**src/rtl/multicycle_ctrl.sv**
```systemverilog
// multicycle_ctrl: multicycle RISC-V control FSM (fetch/decode/exec/mem/wb) with registered control outputs
module multicycle_ctrl #(
  parameter int XLEN        = 64,
  parameter int MEM_TIMEOUT = 16,
  parameter int CNT_W       = 32
) (
  input  logic             clk,
  input  logic             rst_n,
  input  logic [31:0]      instr,
  input  logic             imem_valid,
  input  logic             dmem_ready,
  input  logic             branch_taken,
  output logic             imem_req,
  output logic             dmem_req,
  output logic             dmem_we,
  output logic             ir_w,
  output logic             pc_w,
  output logic             reg_w,
  output logic [1:0]       pc_sel,
  output logic             alu_src,
  output logic             mem2reg,
  output logic             word_op,
  output logic [1:0]       alu_op,
  output logic             halt,
  output logic             trap,
  output logic [CNT_W-1:0] retired
);
  localparam int TW = $clog2(MEM_TIMEOUT + 1);
  localparam logic [TW-1:0] LIM = TW'(MEM_TIMEOUT - 1);
  typedef enum logic [2:0] {FETCH, DECODE, EXEC, MEM, WB, HALT, TRAP} state_t;
  state_t state_q, state_d;
  logic [31:0] ir_q, ir_d;
  logic [TW-1:0] cnt_q, cnt_d;
  logic [CNT_W-1:0] ret_q, ret_d;
  logic [1:0] pc_sel_q, pc_sel_d, alu_op_q, alu_op_d;
  logic alu_src_q, alu_src_d, mem2reg_q, mem2reg_d, word_op_q, word_op_d;
  logic imem_req_q, dmem_req_q, dmem_we_q, ir_w_q, pc_w_q, reg_w_q, halt_q, trap_q;
  logic [6:0] op;
  logic is_ld, is_st, is_opi, is_op, is_lui, is_aui, is_jal, is_jalr, is_br, is_w, legal, ebreak, done;
  assign op      = ir_q[6:0];
  assign is_ld   = op == 7'b0000011;
  assign is_st   = op == 7'b0100011;
  assign is_opi  = op == 7'b0010011;
  assign is_op   = op == 7'b0110011;
  assign is_lui  = op == 7'b0110111;
  assign is_aui  = op == 7'b0010111;
  assign is_jal  = op == 7'b1101111;
  assign is_jalr = op == 7'b1100111;
  assign is_br   = op == 7'b1100011;
  assign is_w    = op == 7'b0011011 || op == 7'b0111011;
  assign ebreak  = ir_q == 32'h0010_0073;
  assign legal   = is_ld || is_st || is_opi || is_op || is_lui || is_aui || is_jal || is_jalr || is_br
                   || (is_w && XLEN == 64);
  always_comb begin
    state_d   = state_q;
    ir_d      = ir_q;
    pc_sel_d  = pc_sel_q;
    alu_src_d = alu_src_q;
    mem2reg_d = mem2reg_q;
    word_op_d = word_op_q;
    alu_op_d  = alu_op_q;
    cnt_d     = (state_q == MEM && !dmem_ready) ? cnt_q + 1'b1 : '0;
    case (state_q)
      FETCH: if (imem_valid) begin
        state_d = DECODE;
        ir_d    = instr;
      end
      DECODE: begin
        state_d   = ebreak ? HALT : legal ? EXEC : TRAP;
        alu_src_d = !(is_op || op == 7'b0111011 || is_br);
        mem2reg_d = is_ld;
        word_op_d = is_w;
        alu_op_d  = is_br ? 2'b01 : (is_opi || is_op || is_w) ? 2'b10 : 2'b00;
      end
      EXEC: begin
        state_d  = (is_ld || is_st) ? MEM : WB;
        pc_sel_d = is_jalr ? 2'b10 : (is_jal || (is_br && branch_taken)) ? 2'b01 : 2'b00;
      end
      MEM: state_d = dmem_ready ? (is_st ? FETCH : WB) : (cnt_q == LIM) ? TRAP : MEM;
      WB: state_d = FETCH;
      default: state_d = state_q;
    endcase
    // a store retires straight out of MEM; everything else retires in WB
    done  = state_d == WB || (state_q == MEM && state_d == FETCH);
    ret_d = done ? ret_q + 1'b1 : ret_q;
  end
  always_ff @(posedge clk or negedge rst_n) begin
    if (!rst_n) begin
      state_q    <= FETCH;
      ir_q       <= '0;
      cnt_q      <= '0;
      ret_q      <= '0;
      pc_sel_q   <= '0;
      alu_op_q   <= '0;
      alu_src_q  <= 1'b0;
      mem2reg_q  <= 1'b0;
      word_op_q  <= 1'b0;
      imem_req_q <= 1'b0;
      dmem_req_q <= 1'b0;
      dmem_we_q  <= 1'b0;
      ir_w_q     <= 1'b0;
      pc_w_q     <= 1'b0;
      reg_w_q    <= 1'b0;
      halt_q     <= 1'b0;
      trap_q     <= 1'b0;
    end else begin
      state_q    <= state_d;
      ir_q       <= ir_d;
      cnt_q      <= cnt_d;
      ret_q      <= ret_d;
      pc_sel_q   <= pc_sel_d;
      alu_op_q   <= alu_op_d;
      alu_src_q  <= alu_src_d;
      mem2reg_q  <= mem2reg_d;
      word_op_q  <= word_op_d;
      imem_req_q <= state_d == FETCH;
      dmem_req_q <= state_d == MEM;
      dmem_we_q  <= state_d == MEM && is_st;
      ir_w_q     <= state_q == FETCH && imem_valid;
      pc_w_q     <= done;
      reg_w_q    <= state_d == WB && !is_br;
      halt_q     <= state_d == HALT;
      trap_q     <= state_d == TRAP;
    end
  end
  assign imem_req = imem_req_q;
  assign dmem_req = dmem_req_q;
  assign dmem_we  = dmem_we_q;
  assign ir_w     = ir_w_q;
  assign pc_w     = pc_w_q;
  assign reg_w    = reg_w_q;
  assign pc_sel   = pc_sel_q;
  assign alu_src  = alu_src_q;
  assign mem2reg  = mem2reg_q;
  assign word_op  = word_op_q;
  assign alu_op   = alu_op_q;
  assign halt     = halt_q;
  assign trap     = trap_q;
  assign retired  = ret_q;
endmodule

```
**config.mk**
```make
export PLATFORM = sky130hd
export DESIGN_NAME = multicycle_ctrl
export DESIGN_NICKNAME = d
export VERILOG_FILES = /design/src/rtl/multicycle_ctrl.sv
export SDC_FILE = /design/constraint.sdc
export NUM_CORES = 1
export LEC_CHECK = 0
export CAP_MARGIN = 25
export CORE_MARGIN = 1.5
export CORE_UTILIZATION = 55
export CTS_CLUSTER_DIAMETER = 100
export DETAILED_ROUTE_END_ITERATION = 8
export PLACE_DENSITY = 0.85
export SYNTH_ARGS = -nofsm -noshare
export SYNTH_HDL_FRONTEND = slang
export SYNTH_SLANG_ARGS = --single-unit
export TNS_END_PERCENT = 30
```
**constraint.sdc**
```tcl
create_clock -name clk -period 6.7 [get_ports clk]
set_input_delay 0.67 -clock clk [delete_from_list [all_inputs] [get_ports clk]]
set_output_delay 0.67 -clock clk [all_outputs]
set_load 0.005 [all_outputs]
```
[Word level (Yosys, flattened, before mapping)]
Index checks and enable logic that the tools add are counted.
Storage, ports and cells
  register bits: 87
  output and inout bits: 47
  bits of input ports: 37
Operators by class
  reduce and logical (&&, ||, !) cells: 28
  add/sub/neg operators: 2
  mux-type cells: 13
  equality and inequality tests: 21
Operators with widths (number)
  $add A32 B1 Y32 const B: 1
  $eq A32 B21 Y1 const B: 1
  $eq A7 B6 Y1 const B: 4
  $eq A7 B5 Y1 const B: 3
  $eq A7 B7 Y1 const B: 3
  $mux W3: 7
  $logic_or A1 B1 Y1: 16
  $pmux W3 S5: 1
  $eq A3 B3 Y1 const B: 4
  $eq A3 B2 Y1 const B: 3
  $eq A7 B2 Y1 const B: 1
  $logic_and A1 B1 Y1: 6
  $logic_not A3 Y1: 2
  $mux W2: 3
  $add A5 B1 Y5 const B: 1
  $eq A5 B4 Y1 const B: 1
  $mux W5: 1
  $eq A3 B1 Y1 const B: 1
  $logic_not A1 Y1: 3
  $reduce_and A2 Y1: 1
  $mux W1: 1

[Depth between registers and ports, before layout]
  depth after elaboration: 16
  gate-level depth with buffers: 9
  mapped depth without buffers: 8

[Worst setup path before layout]
OpenSTA, ideal clock, no wires.
  path kind: register -> register
  from: reg state_q[2]
  to: reg ret_q[7] (netlist: retired[7])
  library setup time: 0.125 ns
  data required time: 6.575 ns
  arrival: 2.170 ns
  stages on the path, launching flop included: 7
  setup slack: 4.405 ns
  path through: dfrtp_1 or3b_1 buf_6 a221o_1 o211a_4 or4_4 xnor2_2
On the way
  word-level cells in the longest chain between the ends: 5
Ends and longest elaborated chain
  start: declaration: RTL line 31  | state_t state_q, state_d;
  start signal: assignment: RTL line 107  | state_q <= state_d;
  $eq A3 B3 Y1, or another cell as far along: RTL line 63  | case (state_q)
  $pmux W3 S5: RTL line 63
  $logic_not A3 Y1: RTL line 84  | done = state_d == WB || (state_q == MEM && state_d == FETCH);
  $logic_and A1 B1 Y1: RTL line 84
  $logic_or A1 B1 Y1 (*): RTL line 84
  end signal: assignment: RTL line 110  | ret_q <= ret_d;
  end: declaration: RTL line 34  | logic [CNT_W-1:0] ret_q, ret_d;
Mark *: on every way between the ends. The rest lies on a longest branch, timed or not.
A chain may end at the register's enable or synchronous reset.

[Worst setup path in the final report]
  from: reg state_q[0]
  to: reg ret_q[7] (netlist: retired[7])
Same word-level chain as after synthesis.

==> impl_metrics.tcl <==
set metrics [dict create \
    status "complete, no violations" \
    seqPwrFrac 0.552 \
    worstPathArrival_ps 2950 \
    nets 448 \
    num_vias 2845 \
    startpoint_type "flip-flop" \
    path_buf_inv 0 \
    internal_power_w 0.000768 \
    drv_cap 0 \
    yosysMostFrequentCell "dfrtp_1" \
    drc_errors 0 \
    yosys-top-cells-count "dfrtp_1, mux2_2, xor2_1" \
    grt_max_degree 88 \
    synth_mux_area_frac 0.102 \
    syn_nets 364 \
    ys_ff_latch 87 \
    grt_overflow 0 \
    synth_edf_count 0 \
    drive_above_1_share 0.186 \
    finalClockSkew_ps 8.48 \
    multi_input_area_um2 1720 \
    dp_hpwl_um 5660 \
    detail_route.wl_per_cell_um 16.0 \
    num-fill-cells 489 \
    yosys.area_share.adder 0.00944 \
    synth_top_area_cell "dfrtp_1" \
    track_usage 0.233 \
    synthCells 324 \
    yosys.area_share.simple 0.204 \
    yosysSeqAreaShare 0.548 \
    power.share.clock 0.399 \
    clk_latency_ps 360 \
    path_delay_family "simple AND/OR/NAND/NOR gates" \
    rows 30 \
    ys_async_sr_fraction 1.00 \
    antenna_found_initial 0 \
    synth_top_family_by_area "simple AND/OR/NAND/NOR gates" \
    vdd.ir_drop.worst_mv 0.148 \
    start_util 0.576 \
    ys_warn_count 0 \
    die-height_um 88.0 \
    ys_types 49 \
    core_um2 6910 \
    clockBufferDepth 2 \
    rr_startpoint "state_q[0]" \
    fin_crit_sh 0.405 \
    p_total_w 0.000983 \
    worst_slew_pin_slew_ps 552 \
    setup.worst_path.start "state_q[0]" \
    power_switching_w 0.000215 \
    cts_root_buffer "clkbuf_8" \
    synth.area.top_cells "dfrtp_1, mux2_2, xor2_1, nor4_2, xnor2_1" \
    h-tree-depth 3 \
    synth.avg_cell_area_um2 12.3 \
    required_ps 6940 \
    grt_pass1_wl_um 13900 \
    firstDrtPassIters 4 \
    powerDensity_nw_per_um2 192 \
    die_x_um 88.0 \
    grt_setup_unrepaired "false" \
    max_stage_delay_ps 560 \
    setup_viol 0 \
    critical_path_class "flip-flop to flip-flop" \
    io_pins 84 \
    cts-resized-gates 0 \
    critical_path.cell_chain "or3b_1, a221o_1, o211a_4, or4_4, xnor2_2" \
    synth_xor_area_frac 0.0765 \
    drv_slew 0 \
    areaGrowthSynthToFinish_pct 28.9 \
    grt_pass1_vias 2908 \
    post_cts_buffers 0 \
    drt-total-wl_um 8160 \
    routed_via_density 5.59 \
    holdBufCountCts 0 \
    min_path_type "primary input to asynchronous set/reset pin" \
    drt.antenna.violating_nets 0 \
    finalHoldViolations 0 \
    register_area_um2 2180 \
    cts.clk_slew.worst_paths_ps 90 \
    drtIter0Drc 183 \
    ys.flop_type "dfrtp_1" \
    fin_tns_setup_ps 0 \
    power.leakage_nw 2.27 \
    die_area_um2 7750 \
    numCtsBuffers 9 \
    cts_tree "built" \
    worstPathMaxFanout 22 \
    synth_top_area_share 0.548 \
    numPortBuffers 83 \
    reg2reg_slack_ps 3980 \
    slew_headroom 0.629 \
    antenna_cells 0 \
    max_freq_ghz 0.368 \
    pwr-share-comb 0.049 \
    clkSinkCount 87 \
    layout_min_cycle_time_ps 2720 \
    slowest_stage "dfrtp_1" \
    place_congestion 0.837 \
    syn_area_um2 3980 \
    sw_frac_of_total 0.219 \
    synth_compound_area_frac 0.0381 \
    end_kind "flip-flop" \
]
[logic make-up after synthesis]
group / count (synthesis)
compound gates: 19
xor+xnor: 33
fa+ha+maj: 3
buf+inv: 17
flops: 87
mux: 36
simple gates: 129
[worst paths after layout]
path                          endpoint  cells past startpoint
min reg2reg                retired[31]                      1
min in group clk           retired[31]                      1
max                         retired[7]                      5
min                           ir_q[18]                      1
max reg2reg                 retired[7]                      5
max in group asynchronous   retired[0]                      2
[area by class of cell]
type | instances | share of cell area
Sequential cell | 87 | 0.425
Clock inverter | 4 | 0.0103
Inverter | 3 | 0.00220
Clock buffer | 12 | 0.0322
Tap cell | 96 | 0.0234
Multi-Input combinational cell | 220 | 0.335
Timing Repair Buffer | 87 | 0.172
[cell usage in the layout (no fill, tap or decap), drive strengths merged, types with 2 or more instances in the layout]
cell type,instances
xnor2,14
nor2,18
ha,3
nand4b,2
and3b,2
nor3b,2
o211ai,2
o21ai,4
nand3b,3
nand2,17
dfrtp,87
nand3,17
or3b,2
xor2,19
nor4,17
nor4b,4
and3,9
and4,2
nor2b,2
clkinv,3
mux2,36
nor3,10
o22ai,2
clkbuf,12
inv,3
nand4,12
a22o,2
and2,3
clkdlybuf4s50,82
or3,4
buf,4
[power groups by stage]
stage	registers, W	clock network, W	logic (W)
final	0.000543	0.000393	0.0000478
after CTS	0.000542	0.000396	0.0000467
after global placement	0.000552	0	0.0000454
after detailed placement	0.000553	0	0.0000466
after floorplan	0.000549	0	0.0000148
after global routing	0.000544	0.000419	0.0000530
[state kept, by name, indices dropped and copies added, names as in the netlist]
signal	flops
retired	32
trap	1
dmem_req	1
ir_q	32
mem2reg	1
alu_src	1
state_q	3
cnt_q	5
imem_req	1
word_op	1
dmem_we	1
alu_op	2
halt	1
ir_w	1
reg_w	1
pc_sel	2
pc_w	1
[through the flow]
| step | hold WS (ps) | instance area (um2) | instances | setup WS (ps) | util |
|---|---|---|---|---|---|
| finish | 138 | 5120 | 509 | 3980 | 0.742 |
| global route | 136 | 5120 | 509 | 3880 | 0.742 |
| CTS | 479 | 5100 | 508 | 4000 | 0.738 |
| detailed placement | 467 | 4880 | 492 | 3890 | 0.706 |
| global placement | 443 | 4870 | 491 | 3930 | 0.705 |
| floorplan | 374 | 3980 | 324 | 4400 | - |
[worst reg2reg max path: cells and delay by family, from the launching register on]
family	cells	cell delay, ps
AOI/OAI and AO/OA	2	790
xor gates and xnor gates	1	140
DFF	1	560
and+or+nand+nor	2	1110
[per-layer routing]
| layer | routed length (um) | up-vias | track usage |
|---|---|---|---|
| li1 | - | 1338 | - |
| met1 | 3740 | 1398 | 0.329 |
| met2 | 3850 | 88 | 0.353 |
| met3 | 312 | 21 | 0.0320 |
| met4 | 258 | 0 | 0.122 |
| met5 | 0 | - | 0 |
(Power assumes the default switching activity.)
